File: src/rtl/bcd2bin_test_sweep.sv
// Stimulus/checker harness for an N-digit BCD-to-binary converter: generates DUT reset,
// drives operands (decimal sweep or LFSR random), checks every result, reports sticky pass/fail.
module bcd2bin_test_sweep #(
    parameter int          DIGITS       = 2,
    parameter int          BIN_WIDTH    = 7,
    parameter int          MODE         = 0,
    parameter int          NUM_TESTS    = 64,
    parameter logic [31:0] SEED         = 32'hACE1_2468,
    parameter int          TIMEOUT      = 256,
    parameter int          RESET_CYCLES = 8
) (
    input  logic                  tb_clk,
    input  logic                  tb_rst_n,
    output logic                  tb_pass,
    output logic                  tb_fail,
    input  logic                  tb_prog_done,
    input  logic [31:0]           tb_verbosity,
    input  logic [31:0]           tb_cycle_cnt,
    output logic                  clk,
    output logic                  reset,
    output logic                  start,
    output logic [4*DIGITS-1:0]   bcd,
    input  logic                  ready,
    input  logic                  done_tick,
    input  logic [BIN_WIDTH-1:0]  bin
);

    localparam int              BW       = 4 * DIGITS;
    localparam logic [31:0]     TOTAL    = (MODE == 0) ? 32'(10 ** DIGITS) : 32'(NUM_TESTS);
    localparam int              RCW      = $clog2(RESET_CYCLES + 2) + 1;
    localparam logic [RCW-1:0]  RST_LAST = RCW'(RESET_CYCLES + 1);

    typedef enum logic [2:0] {
        S_RST,
        S_IDLE,
        S_ISSUE,
        S_WAIT,
        S_DONE
    } state_t;

    state_t                 state;
    logic [RCW-1:0]         rst_cnt;
    logic [31:0]            test_cnt;
    logic [31:0]            wd;
    logic [31:0]            lfsr;
    logic [BW-1:0]          sweep_bcd;
    logic [BIN_WIDTH-1:0]   sweep_bin;
    logic [BIN_WIDTH-1:0]   expected;

    logic [BW-1:0]          lfsr_bcd;
    logic [BIN_WIDTH-1:0]   lfsr_exp;
    logic [BW-1:0]          op_bcd;
    logic [BIN_WIDTH-1:0]   op_exp;
    logic [31:0]            lfsr_next;
    logic [31:0]            wd_next;

    // Message-formatting inputs only matter to the simulation wrapper.
    logic unused_ok;
    assign unused_ok = ^{tb_verbosity, tb_cycle_cnt};

    assign clk = tb_clk;

    function automatic logic [BW-1:0] bcd_inc(input logic [BW-1:0] v);
        logic [BW-1:0] r;
        logic          carry;
        r     = v;
        carry = 1'b1;
        for (int i = 0; i < DIGITS; i++) begin
            if (carry) begin
                if (r[4*i +: 4] == 4'd9) begin
                    r[4*i +: 4] = 4'd0;
                end else begin
                    r[4*i +: 4] = r[4*i +: 4] + 4'd1;
                    carry       = 1'b0;
                end
            end
        end
        return r;
    endfunction

    function automatic logic [3:0] nib_to_digit(input logic [3:0] n);
        return (n >= 4'd10) ? n - 4'd10 : n;
    endfunction

    // NOTE: every variable driven in always_comb gets a default first, so no latch is inferred.
    always_comb begin
        lfsr_bcd = '0;
        lfsr_exp = '0;
        for (int i = DIGITS - 1; i >= 0; i--) begin
            lfsr_bcd[4*i +: 4] = nib_to_digit(lfsr[4*i +: 4]);
            lfsr_exp = lfsr_exp * BIN_WIDTH'(10) + BIN_WIDTH'(nib_to_digit(lfsr[4*i +: 4]));
        end
    end

    assign op_bcd    = (MODE == 0) ? sweep_bcd : lfsr_bcd;
    assign op_exp    = (MODE == 0) ? sweep_bin : lfsr_exp;
    assign lfsr_next = {lfsr[30:0], lfsr[31] ^ lfsr[21] ^ lfsr[1] ^ lfsr[0]};
    assign wd_next   = wd + 32'd1;

    // NOTE: sequential state uses non-blocking assignments only; both resets restore identical values.
    always_ff @(posedge tb_clk or negedge tb_rst_n) begin
        if (!tb_rst_n) begin
            state     <= S_RST;
            rst_cnt   <= '0;
            test_cnt  <= '0;
            wd        <= '0;
            lfsr      <= SEED;
            sweep_bcd <= '0;
            sweep_bin <= '0;
            expected  <= '0;
            reset     <= 1'b1;
            start     <= 1'b0;
            bcd       <= '0;
            tb_pass   <= 1'b0;
            tb_fail   <= 1'b0;
        end else if (!tb_prog_done) begin
            state     <= S_RST;
            rst_cnt   <= '0;
            test_cnt  <= '0;
            wd        <= '0;
            lfsr      <= SEED;
            sweep_bcd <= '0;
            sweep_bin <= '0;
            expected  <= '0;
            reset     <= 1'b1;
            start     <= 1'b0;
            bcd       <= '0;
            tb_pass   <= 1'b0;
            tb_fail   <= 1'b0;
        end else begin
            start <= 1'b0;
            // A result outside WAIT (including in the start cycle itself) is a protocol error.
            if (done_tick && state != S_WAIT && state != S_DONE) begin
                tb_fail <= 1'b1;
                state   <= S_DONE;
            end else begin
                case (state)
                    S_RST: begin
                        if (rst_cnt == RST_LAST) begin
                            reset <= 1'b0;
                            state <= S_IDLE;
                        end else begin
                            rst_cnt <= rst_cnt + RCW'(1);
                        end
                    end
                    S_IDLE: begin
                        bcd      <= op_bcd;
                        expected <= op_exp;
                        if (ready) begin
                            start <= 1'b1;
                            state <= S_ISSUE;
                        end
                    end
                    S_ISSUE: begin
                        wd    <= '0;
                        state <= S_WAIT;
                    end
                    S_WAIT: begin
                        if (done_tick) begin
                            if (bin == expected) begin
                                test_cnt  <= test_cnt + 32'd1;
                                sweep_bcd <= bcd_inc(sweep_bcd);
                                sweep_bin <= sweep_bin + BIN_WIDTH'(1);
                                lfsr      <= lfsr_next;
                                if (test_cnt == TOTAL - 32'd1) begin
                                    tb_pass <= 1'b1;
                                    state   <= S_DONE;
                                end else begin
                                    state <= S_IDLE;
                                end
                            end else begin
                                tb_fail <= 1'b1;
                                state   <= S_DONE;
                            end
                        end else if (wd_next == 32'(TIMEOUT)) begin
                            tb_fail <= 1'b1;
                            state   <= S_DONE;
                        end else begin
                            wd <= wd_next;
                        end
                    end
                    S_DONE: begin
                    end
                    default: state <= S_RST;
                endcase
            end
        end
    end

endmodule

File: config.mk
export PLATFORM = sky130hd
export DESIGN_NAME = bcd2bin_test_sweep
export DESIGN_NICKNAME = d
export VERILOG_FILES = /design/src/rtl/bcd2bin_test_sweep.sv
export SDC_FILE = /design/constraint.sdc
export NUM_CORES = 1
export LEC_CHECK = 0
export ABC_AREA = 0
export BUFFER_PORTS_ARGS = -buffer_cell sky130_fd_sc_hd__buf_4
export CORE_AREA = 2 2 128 130
export DETAILED_ROUTE_END_ITERATION = 10
export DIE_AREA = 0 0 130 132
export HOLD_SLACK_MARGIN = 0.03
export PLACE_DENSITY = 0.67
export REMOVE_ABC_BUFFERS = 1
export SYNTH_ARGS = -nofsm -noshare
export SYNTH_HDL_FRONTEND = slang
export SYNTH_SLANG_ARGS = --single-unit
File: constraint.sdc
create_clock -name tb_clk -period 4.5 [get_ports tb_clk]
set_input_delay 0.45 -clock tb_clk [delete_from_list [all_inputs] [get_ports tb_clk]]
set_output_delay 0.45 -clock tb_clk [all_outputs]
set_load 0.01 [all_outputs]
==> results of run 1 <==
-- layer usage --
layer  vias up  global-route usage [%]  wire length, um
met5         -                       0                0
met4         0                    7.35              399
met3        28                    4.34              872
met2       156                    27.4             6790
met1      2590                    26.3             6910
li1       2531                       -                -
-- per-stage QoR --
stage / instance area [um^2] / total power (uW) / util, % / hold slack [ns] / std cells
finish: 6900 / 1990 / 43.9 / 0.137 / 924
global route: 6900 / 2070 / 43.9 / 0.253 / 924
CTS: 6900 / 2020 / 43.9 / 0.184 / 924
detailed placement: 6540 / 1110 / 41.6 / 0.483 / 906
global placement: 6540 / 1110 / 41.6 / 0.486 / 906
floorplan: 6040 / 1030 / - / 0.154 / 660
-- synthesized netlist by cell type, types with 3 or more instances --
cell	count
dfrtp_1	105
nor2_1	87
nand2_1	73
nand3_1	36
xor2_1	36
o21ai_0	35
a21oi_1	27
nand4_1	27
clkbuf_1	23
nor4_1	18
a22o_1	16
or3_1	15
xnor2_1	14
nor3_1	13
and3_1	11
inv_1	11
buf_2	10
ha_1	10
o31ai_1	10
nand2b_1	8
a31oi_1	7
o21ai_1	7
and2_1	6
nor2b_1	5
nor3b_1	5
o211ai_1	5
a211oi_1	4
a21o_1	4
a32o_1	4
and4_1	4
o21a_1	4
o41ai_1	4
buf_1	3
nor4_2	3
o211a_1	3
or2_2	3
or4_1	3
-- logic make-up (layout without fill, tap and decap cells) --
logic type	after synthesis	count (layout)	synth area share, %
xor gates and xnor gates	50	50	7.07
DFF	106	106	42.8
adders and majority gates	10	10	2.02
muxes	4	4	0.747
AOI/OAI and AO/OA	141	141	15.6
and+or+nand+nor	338	338	28.6
buffers and inverters	48	59	3.17
-- flip-flops by register name, indices dropped and copies added (netlist names), 3 cells and up --
name      flops
test_cnt     32
wd           32
bcd           8
op_bcd        8
expected      7
op_exp        7
rst_cnt       5
state         3
-- worst paths after layout --
| check | start | end |
|---|---|---|
| setup / recovery | wd[0] | state[0] |
| hold / removal | tb_rst_n | test_cnt[19] |
| setup reg to reg | wd[0] | state[0] |
| hold reg to reg | bcd[7] | bcd[7] |
| max in group asynchronous | tb_rst_n | wd[6] |
| min in group tb_clk | ready | start |
-- layout by cell type, fill, tap and decap left out, types with 8 or more instances in the layout --
cell type,count
nand2b_1,8
nand4_1,27
xnor2_1,14
inv_1,10
nor4_1,18
o31ai_1,10
buf_4,30
xor2_1,36
ha_1,10
nor3_1,12
or3_1,15
nor2_1,87
a22o_1,16
dfrtp_1,105
a21oi_1,27
clkbuf_16,12
o21ai_0,35
nand3_1,36
nand2_1,73
and3_1,11
-- worst max-delay path, cell delays in order, from the launching register on --
cell and delay [ns]:
dfrtp_1 0.50, ha_1 0.36, nand3_1 0.21, nor4_2 0.67, o21ai_0 0.20, o31a_1 0.19
nor4b_2 0.31, nand2_2 0.16, nor4_4 0.62, nand2b_1 0.35, a211oi_1 0.11
-- final cells by class --
cell class,count,area (um^2)
Clock buffer,13,308
Clock inverter,6,55.1
Fill cell,1535,8810
Inverter,11,41.3
Multi-Input combinational cell,543,3350
Sequential cell,106,2650
Tap cell,216,270
Timing Repair Buffer,29,218
-- power breakdown --
| part | switching, uW | internal (uW) | total [uW] |
|---|---|---|---|
| combinational | 63.1 | 28.4 | 91.5 |
| clock | 414 | 510 | 924 |
| sequential | 14.8 | 961 | 976 |
| total | 492 | 1500 | 1990 |
==> impl_metrics.py, run 1 <==
metrics = {
    "status": {
        "status": "completed",
    },
    "power": {
        "cellPowerDensity_nw_per_um2": 289,
        "peakVddDrop_mv": 0.281,
        "p_leak_uw": 0.00283,
    },
    "timing": {
        "fin_setup_tns_ns": 0,
        "worst-slew-pin-transition_ns": 1.00,
        "max-slew-margin-rel_pct": 32.6,
        "timing.final.ws_setup_ns": 0.682,
        "rsz0062_at_grt": "no",
        "finalHoldViolCount": 0,
        "drv_slew": 0,
        "fin_worst_skew_ns": 0.0109,
        "setup_viol": 0,
        "max_freq_mhz": 262,
        "fin_crit_ns": 3.82,
        "fin_crit_sh_pct": 84.8,
    },
    "grt": {
        "grt_pass1_vias": 5038,
        "track_usage_pct": 18.6,
        "grt_pass1_wl_mm": 25.6,
        "grt_overflow_total": 0,
        "antenna_found_initial": 0,
        "grt_max_degree": 80,
    },
    "place": {
        "place_congestion": 0.926,
        "dpl_worst_slack_ns": 0.822,
        "hpwl_mm": 10.2,
        "portBuffers": 24,
    },
    "logic_synthesis": {
        "synth_area_per_cell_um2": 8.89,
        "yosys.area.top_type_share_pct": 42.4,
        "syn_inst": 697,
        "syn-cell-area_um2": 6200,
        "seq_area_frac_synth_pct": 42.8,
        "async_flop_share_pct": 100,
        "synth_seq_cells": 106,
        "synth_ff_type": "dfrtp_1",
        "synth_edf_count": 0,
        "yosys.area.top_type": "dfrtp_1",
        "synthTopCellsByArea": "dfrtp_1 42%, nor2_1 5.3%, xor2_1 5.1%, nand2_1 4.4%, nand3_1 2.9%",
        "yosys_warnings": 0,
        "ys_types": 68,
    },
    "layout": {
        "diodes": 0,
        "layout-drive-gt1-share_pct": 10.0,
        "final_nets": 790,
        "synthToLayoutAreaGrowth_pct": 11.3,
    },
    "detailed_routing": {
        "totalWireLength_mm": 15.0,
        "num_vias": 5305,
        "dr.pass1.iters": 5,
        "drc_errors": 0,
        "via_per_inst": 5.74,
        "ant_nets": 0,
        "wl_per_cell_um": 16.2,
        "drtIter0Drc": 437,
    },
    "floorplan": {
        "io-pin-count": 89,
        "die_x_um": 130,
        "coreArea_um2": 15700,
        "die_area_um2": 17200,
        "placementRows": 46,
        "die_y_um": 132,
        "start_util_pct": 39.4,
    },
    "clock_tree": {
        "post_cts_buffers": 0,
        "cts_resized": 0,
        "ctsHoldBuffers": 0,
        "clk_latency_ns": 0.48,
        "cts_tree": "built",
        "clk_pin_slew_ns": 0.07,
    },
    "critical_path": {
        "required_ns": 4.84,
        "rrSetupSlack_ns": 0.68,
        "end_kind": "flip-flop",
        "path_class": "flip-flop to flip-flop",
        "crit_path_start_kind": "flip-flop",
        "critPathMaxFanout": 9,
        "rr_worst_depth": 10,
        "crit_arrival_ns": 4.16,
    },
    "job": {
        "cap_violations": 0,
    },
    "hold_path": {
        "hold_path.class": "input port to asynchronous set/reset pin",
    },
}
No activity file was read; power rests on OpenSTA's default activity.
==> inputs of run 2 (changes only) <==
--- a/config.mk
+++ b/config.mk
@@ -11,7 +11,7 @@
 export DETAILED_ROUTE_END_ITERATION = 10
 export DIE_AREA = 0 0 130 132
 export HOLD_SLACK_MARGIN = 0.03
-export PLACE_DENSITY = 0.67
+export PLACE_DENSITY = 0.7
 export REMOVE_ABC_BUFFERS = 1
 export SYNTH_ARGS = -nofsm -noshare
 export SYNTH_HDL_FRONTEND = slang
==> constraint.sdc (replaced) <==
create_clock -name tb_clk -period 3.1 [get_ports tb_clk]
set_input_delay 0.31 -clock tb_clk [delete_from_list [all_inputs] [get_ports tb_clk]]
set_output_delay 0.31 -clock tb_clk [all_outputs]
set_load 0.01 [all_outputs]
==> impl_metrics.py, run 2 (synthesized netlist as in run 1, its figures left out) <==
metrics = {
    "layout": {
        "final_common_cell": "dfrtp_1",
        "layout-drive-gt1-share_pct": 15.2,
        "final_cell_mix": "100 x dfrtp_1, 87 x nor2_1, 73 x nand2_1, 64 x buf_4",
        "final_nets": 826,
        "synthToLayoutAreaGrowth_pct": 16.5,
        "n_fill_cell": 1474,
        "fin_util_pct": 45.9,
        "final_area_um2": 7220,
        "diodes": 0,
        "reg.largest.list": "test_cnt x32, wd x32",
    },
    "timing": {
        "hold_ws_ns": 0.150,
        "fin_setup_tns_ns": 0,
        "drv_slew": 0,
        "rsz0062_at_grt": "no",
        "max_freq_mhz": 341,
        "worst-slew-pin-transition_ns": 0.569,
        "fin_worst_skew_ns": 0.0108,
        "fin_crit_ns": 2.93,
        "fin_crit_sh_pct": 94.7,
        "max-slew-margin-rel_pct": 61.7,
        "setup_viol": 0,
        "finalHoldViolCount": 0,
    },
    "floorplan": {
        "io-pin-count": 89,
        "coreArea_um2": 15700,
        "die_y_um": 132,
        "placementRows": 46,
        "start_util_pct": 39.4,
        "die_x_um": 130,
        "die_area_um2": 17200,
    },
    "detailed_routing": {
        "drtIter0Drc": 430,
        "dr.pass1.iters": 5,
        "via_per_inst": 5.63,
        "totalWireLength_mm": 15.3,
        "ant_nets": 0,
        "wl_per_cell_um": 15.9,
        "num_vias": 5414,
        "drc_errors": 0,
    },
    "critical_path": {
        "rr_worst_depth": 10,
        "crit_path_start_kind": "flip-flop",
        "regToRegStartpoint": "wd[21]",
        "crit_arrival_ns": 3.30,
        "end_kind": "flip-flop",
        "critPathMaxFanout": 8,
        "reg2reg_to": "wd[28]",
        "path_class": "flip-flop to flip-flop",
        "rrSetupSlack_ns": 0.17,
        "required_ns": 3.46,
    },
    "power": {
        "cellPowerDensity_nw_per_um2": 403,
        "peakVddDrop_mv": 0.286,
        "p_leak_uw": 0.00303,
    },
    "status": {
        "status": "completed",
    },
    "place": {
        "place_congestion": 0.914,
        "hpwl_mm": 10.4,
        "dpl_cell_area_um2": 6820,
        "portBuffers": 24,
    },
    "clock_tree": {
        "clk_pin_slew_ns": 0.08,
        "cts_tree": "built",
        "clk_latency_ns": 0.48,
    },
    "grt": {
        "track_usage_pct": 18.4,
        "grt_pass1_wl_mm": 25.3,
        "grt_overflow_total": 0,
        "antenna_found_initial": 0,
        "grt_pass1_vias": 5052,
        "grt_max_degree": 68,
    },
    "hold_path": {
        "hold_path_end": "start",
        "hold_start": "ready",
        "hold_path_depth": 2,
        "hold_path.class": "input port to flip-flop",
    },
    "job": {
        "cap_violations": 0,
    },
}
run 2: layer usage:
metal  wire, um  GRT usage [%]
met3        778           2.39
met2       6830           27.1
met5          0              0
met1       7380           27.3
met4        299           7.29
run 2: area by class of cell:
class,instances,area (um^2),share of cell area [%]
tap,216,270,3.74
sequential,106,2660,36.8
inverter,11,41.3,0.572
clock buffer,14,312,4.32
timing repair buffer,65,503,6.97
multi-input combinational,543,3380,46.8
clock inverter,6,56.3,0.780
run 2: worst max-delay path: stages (launching register included):
cell and delay (ns):
dfrtp_1 0.47, nand4_1 0.20, nor3_1 0.35, nand4_1 0.20, a221o_1 0.44, nor4_4 0.22, nand2_2 0.17, nor4_4 0.28
buf_4 0.18, nor2_2 0.06, a32o_1 0.24
run 2: worst max-delay path by stage:
stage	startpoint	to	slack, ns	depth (start not counted)
6_report	wd[21]	wd[28]	0.17	10
5_1_grt	wd[13]	wd[21]	0.02	10
4_1_cts	wd[0]	wd[7]	0.11	11
3_5_place_dp	wd[3]	wd[1]	0.14	10
3_3_place_gp	wd[13]	wd[19]	0.13	10
2_1_floorplan	wd[0]	wd[11]	0.19	10
run 2: per-stage QoR:
step	setup WS [ns]	instances	total power (uW)
global route	0.0241	961	3020
CTS	0.113	961	2940
floorplan	0.189	660	1500
detailed placement	0.141	941	1610
global placement	0.134	941	1610
finish	0.165	961	2910
run 2: what timing repair did:
item | CTS | global route
resized for setup | 0 | 10
setup endpoints to repair | 0 | 27
endpoints found under the hold margin | 39 | 0
setup buffers | 0 | 0
hold buffers | 1 | 0
run 2: power breakdown:
group	internal, uW	switching (uW)	leakage, uW	total [uW]
Clock	747	607	0.000180	1350
Combinational	45.6	91.6	0.00139	137
Sequential	1390	21.4	0.00146	1420
Total	2190	720	0.00303	2910
